--- config.mk ---
export PLATFORM = sky130hd
export DESIGN_NAME = msg_fifo_tx
export DESIGN_NICKNAME = d
export VERILOG_FILES = /design/src/rtl/msg_pkg.sv /design/src/rtl/msg_fifo_tx.sv
export SDC_FILE = /design/constraint.sdc
export NUM_CORES = 1
export LEC_CHECK = 0
export ABC_AREA = 1
export CORE_MARGIN = 2
export CORE_UTILIZATION = 54
export CTS_BUF_LIST = sky130_fd_sc_hd__clkbuf_8
export CTS_CLUSTER_SIZE = 25
export DETAILED_ROUTE_END_ITERATION = 7
export GPL_TIMING_DRIVEN = 0
export PLACE_DENSITY = 0.83
export RECOVER_POWER = 50
export SETUP_SLACK_MARGIN = 0.3
export SLEW_MARGIN = 20
export SYNTH_ARGS = -nofsm -noshare
export SYNTH_HDL_FRONTEND = slang
export SYNTH_SLANG_ARGS = --single-unit
--- constraint.sdc ---
create_clock -name clk -period 2.4 [get_ports clk]
set_clock_uncertainty 0.1 [all_clocks]
set_input_delay 0.36 -clock clk [delete_from_list [all_inputs] [get_ports clk]]
set_output_delay 0.36 -clock clk [all_outputs]
set_load 0.02 [all_outputs]
--- src/rtl/msg_pkg.sv ---
// Shared message-FIFO types: field widths, the 40-bit message record and the
// drain-side FSM states, plus the checksum helper used by the transmitter.
// Used by the FIFO wrapper, msg_fifo_tx and the bench.
package msg_pkg;

  localparam int MSG_FIELDS = 5;
  localparam int FIELD_W    = 8;

  // Field order matches transmit byte order (al_dl goes out first).
  typedef struct packed {
    logic [FIELD_W-1:0] al_dl;
    logic [FIELD_W-1:0] d_id;
    logic [FIELD_W-1:0] s_id;
    logic [FIELD_W-1:0] m_addr;
    logic [FIELD_W-1:0] m_data;
  } msg_t;

  typedef enum logic [1:0] {
    IDLE = 2'd0,
    WAIT = 2'd1,
    SEND = 2'd2
  } tx_state_t;

  // Frame checksum: XOR of all five message fields.
  function automatic logic [FIELD_W-1:0] msg_chk(input msg_t m);
    return m.al_dl ^ m.d_id ^ m.s_id ^ m.m_addr ^ m.m_data;
  endfunction

endpackage

--- src/rtl/msg_fifo_tx.sv ---
// Purpose: pops one message from the FIFO and sends it as a 5/6-byte framed stream.
// Latency: first byte valid 2 cycles after fifo_read; 7 (CHK_EN=0) / 8 (CHK_EN=1) cycles per frame.
// Backpressure: tx_ready low stalls the byte with tx_data/sof/eof held; no pop until the frame ends.
// Ports: clk/reset (async, active-high); fifo_empty/fifo_read and the five head
// fields from the FIFO read port; tx_data/tx_valid/tx_sof/tx_eof/tx_ready byte
// link; busy (not IDLE); msg_count (completed frames, wraps).
module msg_fifo_tx
  import msg_pkg::*;
#(
  parameter int CHK_EN = 1,
  parameter int CNT_W  = 16
) (
  input  logic             clk,
  input  logic             reset,
  input  logic             fifo_empty,
  output logic             fifo_read,
  input  logic [7:0]       Al_Dl_101,
  input  logic [7:0]       D_ID,
  input  logic [7:0]       S_ID,
  input  logic [7:0]       M_Addr,
  input  logic [7:0]       M_Data,
  output logic [7:0]       tx_data,
  output logic             tx_valid,
  output logic             tx_sof,
  output logic             tx_eof,
  input  logic             tx_ready,
  output logic             busy,
  output logic [CNT_W-1:0] msg_count
);

  // Index of the final byte in the frame.
  localparam logic [2:0] LP_LAST = 3'(4 + CHK_EN);

  tx_state_t        r_state;
  tx_state_t        w_state_nxt;
  msg_t             r_msg;
  logic [7:0]       r_chk;
  logic [2:0]       r_idx;
  logic [CNT_W-1:0] r_count;

  msg_t             w_head;
  logic [7:0]       w_byte;
  logic             w_hs;

  assign w_head = '{al_dl: Al_Dl_101, d_id: D_ID, s_id: S_ID, m_addr: M_Addr, m_data: M_Data};

  // Byte select on the frame index.
  always_comb begin
    w_byte = '0;
    case (r_idx)
      3'd0:    w_byte = r_msg.al_dl;
      3'd1:    w_byte = r_msg.d_id;
      3'd2:    w_byte = r_msg.s_id;
      3'd3:    w_byte = r_msg.m_addr;
      3'd4:    w_byte = r_msg.m_data;
      3'd5:    w_byte = r_chk;
      default: w_byte = '0;
    endcase
  end

  always_ff @(posedge clk or posedge reset) begin
    if (reset) begin
      r_state <= IDLE;
    end else begin
      r_state <= w_state_nxt;
    end
  end

  always_comb begin
    w_state_nxt = r_state;
    fifo_read   = 1'b0;
    tx_valid    = 1'b0;
    tx_sof      = 1'b0;
    tx_eof      = 1'b0;
    tx_data     = '0;
    busy        = 1'b1;
    w_hs        = 1'b0;
    case (r_state)
      IDLE: begin
        busy = 1'b0;
        // Gated by reset so every output reads 0 while reset is held.
        fifo_read = !fifo_empty && !reset;
        if (!fifo_empty) begin
          w_state_nxt = WAIT;
        end
      end
      WAIT: begin
        // FIFO output registers present the popped entry this cycle.
        w_state_nxt = SEND;
      end
      SEND: begin
        tx_valid = 1'b1;
        tx_data  = w_byte;
        tx_sof   = (r_idx == 3'd0);
        tx_eof   = (r_idx == LP_LAST);
        w_hs     = tx_ready;
        if (tx_ready && (r_idx == LP_LAST)) begin
          w_state_nxt = IDLE;
        end
      end
      default: begin
        w_state_nxt = IDLE;
      end
    endcase
  end

  always_ff @(posedge clk or posedge reset) begin
    if (reset) begin
      r_msg   <= '0;
      r_chk   <= '0;
      r_idx   <= '0;
      r_count <= '0;
    end else begin
      if (r_state == WAIT) begin
        r_msg <= w_head;
        r_chk <= msg_chk(w_head);
        r_idx <= '0;
      end else if (w_hs) begin
        if (r_idx == LP_LAST) begin
          r_idx   <= '0;
          r_count <= r_count + 1'b1;
        end else begin
          r_idx <= r_idx + 3'd1;
        end
      end
    end
  end

  assign msg_count = r_count;

endmodule

==> impl_metrics.tcl <==
set metrics [dict create \
    setup_violations 0 \
    core-area_sq_um 6794 \
    fin_nets 675 \
    synth_top_area_cell "dfrtp_1" \
    io_pins 73 \
    synth_fp_nets 570 \
    synthCells 524 \
    met3_usage_pct 4.713 \
    clock_power_share_pct 15.4 \
    pwr-share-seq_pct 37.0 \
    n_antenna_cell 0 \
    hpwl_microns 7092 \
    irDropWorstVdd_uv 552.2 \
    crit_path_end_kind "primary output" \
    hold_depth 2 \
    synth_flop_cell "dfrtp_1" \
    wl_microns 10620 \
    fp.dieW_microns 87.74 \
    drive_gt1_share_pct 11.55 \
    ctsHtreeMaxLevel 3 \
    remaining_drc_errors 0 \
    gr-usage-met1_pct 36.04 \
    gp_congestion 0.8486 \
    vias_per_cell 5.357 \
    combPwrFrac_pct 47.6 \
    p_sw_uw 2255 \
    syn_to_final_growth_pct 33.91 \
    async_flop_share_pct 100.0 \
    fin_util_pct 74.62 \
    cts.sinks 69 \
    status "finished clean" \
    busiest_layer "met2" \
    fmax_ghz 0.4369 \
    avgSynthCellArea_sq_um 7.225 \
    slew_headroom_pct 39.22 \
    die_y_microns 87.74 \
    ys_ff_latch 69 \
    drtAntennaViolNets 0 \
    p_sw_share_pct 41.76 \
    wl_per_cell_microns 14.59 \
    internal-power_uw 3145 \
    worstMarginPinSlew_ns 0.9067 \
    synth_top_area_share_pct 45.60 \
    num_rows 30 \
    ys_types 32 \
    crit_type "flip-flop to primary output" \
    clk_latency_ns 0.35 \
    grt_max_degree 31 \
    synth_area_sq_um 3786 \
    power_density_nw_per_um2 1065 \
    ys_seq_area_share_pct 45.60 \
    cts_tree "yes" \
    power_leakage_uw 0.002617 \
    cts_buffers 9 \
    globalRouteMet2Util_pct 50.69 \
    num_vias 3900 \
    dp_cells 694 \
    grt_pass1_wl_microns 17230 \
    required_ns 1.94 \
    firstDrtPassIters 5 \
    dieArea_sq_um 7697 \
    tns_ns 0 \
    yosysWarnings 0 \
    crit_fanout 8 \
    synth_edf_count 0 \
    rsz0062_at_grt "yes" \
    worstHoldPathType "flip-flop to flip-flop" \
    numPortBuffers 72 \
    start_util_pct 55.73 \
    r2r_cells 6 \
    drv_cap 0 \
    grt_pass1_vias 3761 \
    cts_buffer_depth 2 \
    grt_usage_pct 29.49 \
    drt_iter0_drc 284 \
    antenna_found_initial 0 \
    drv_slew 0 \
    fin_crit_sh_pct 95.37 \
    cts-root-buf "clkbuf_8" \
    report.power.total_uw 5400 \
    cp.arrival_ns 1.83 \
    overflow 0 \
    start_kind "flip-flop" \
    cts.reportedPaths.clkPinSlew_ns 0.07 \
    synthTopCellsByArea "dfrtp_1 (46%), nand2_1 (23%), inv_1 (4.9%), o21ai_0 (4.5%), nand3_1 (3.4%)" \
    layout.cells.non_filler 728 \
    hold_viol 0 \
    finalCriticalPeriod_ns 2.289 \
    postCtsHoldBufs 0 \
]
[cell type report]
| type | count | area [sq um] |
|---|---|---|
| timing repair buffer | 94 | 932.1 |
| clock inverter | 3 | 13.76 |
| sequential | 69 | 1729 |
| fill | 515 | 1724 |
| inverter | 53 | 212.7 |
| buffer | 14 | 75.07 |
| clock buffer | 11 | 151.4 |
| multi-input combinational | 388 | 1836 |
| tap | 96 | 120.1 |
[Yosys cell counts, types with 2 or more instances]
cell type,n
nand2_1,237
dfrtp_1,69
inv_1,49
o21ai_0,34
nor2_1,30
nand3_1,26
xor2_1,13
a21oi_1,10
clkbuf_1,8
nand3b_1,8
a22oi_1,6
nand4_1,6
buf_1,3
buf_2,2
ha_1,2
inv_2,2
nand2_2,2
nor3_4,2
xnor2_1,2
[power by group through the flow]
stage	combinational, uW	clock, uW	sequential, uW
floorplan	1320	0	1970
global placement	2060	0	1960
detailed placement	2130	0	1980
CTS	2420	829	1980
global route	2820	883	2050
finish	2570	832	2000
[routing by layer]
metal	wire, microns	share of wire, %
met5	0	0
met4	327	3.1
met3	799	7.5
met2	5337	50
met1	4160	39
[sequential cells by signal, summed over array words and instances (netlist names)]
name       flops
r_msg         40
r_state        2
r_idx          3
msg_count     16
r_chk          8
[kinds of logic (layout without fill, tap and decap cells)]
logic type                 count (synthesis)  count (layout)  share of synthesized area [%]
xor gates and xnor gates                  15              15                          3.470
AOI/OAI and AO/OA                         52              52                          7.303
buffers and inverters                     67             175                          6.973
DFF                                       69              69                          45.60
adders and majority gates                  2               2                         0.6608
and+or+nand+nor                          319             319                          35.99
[per-stage QoR]
| step | hold slack [ns] | worst slack, ns | area (sq um) |
|---|---|---|---|
| after floorplan | 0.3264 | 0.4396 | 3790 |
| after detailed placement | 0.3660 | -0.3385 | 4678 |
| after CTS | 0.3211 | 0.1316 | 5044 |
| after global routing | 0.3915 | 0.05408 | 5070 |
| final | 0.3795 | 0.1112 | 5070 |
| after global placement | 0.3629 | -0.2941 | 4631 |
[final timing paths]
| check | startpoint | to | slack (ns) |
|---|---|---|---|
| hold / removal | r_chk[4] | r_chk[4] | 0.38 |
| hold reg to reg | r_chk[4] | r_chk[4] | 0.38 |
| max in group asynchronous | reset | r_msg[2] | 0.37 |
| setup reg to reg | r_idx[1] | msg_count[13] | 0.30 |
| min in group asynchronous | reset | r_state[1] | 0.53 |
| setup / recovery | r_idx[0] | tx_data[0] | 0.11 |
[cell usage in the layout (no fill, tap or decap), drive strengths merged]
cell	instances
nand2	240
dfrtp	69
clkdlybuf4s50	60
inv	52
o21ai	35
nor2	33
buf	33
nand3	27
clkbuf	24
xor2	13
a21oi	10
nand3b	8
nand4	6
a22oi	6
nor3	4
clkinv	3
xnor2	2
ha	2
nor4	1
clkinvlp	1
o22ai	1
dlygate4sd3	1
dlygate4sd2	1
[critical path, cell delays in order (launching register included)]
cell,delay (ns)
dfrtp_1,0.37
buf_6,0.15
nand2_2,0.07
inv_2,0.04
ha_4,0.15
buf_8,0.13
buf_6,0.12
a22oi_2,0.20
a21oi_2,0.08
buf_4,0.16
[what timing repair did]
action / 4_1_cts / 5_1_grt
setup buffers: 15 / 5
pin swaps: 7 / 5
endpoints found under the setup margin: 11 / 10
gates resized for setup: 69 / 12
No activity file was read; power rests on OpenSTA's default activity.
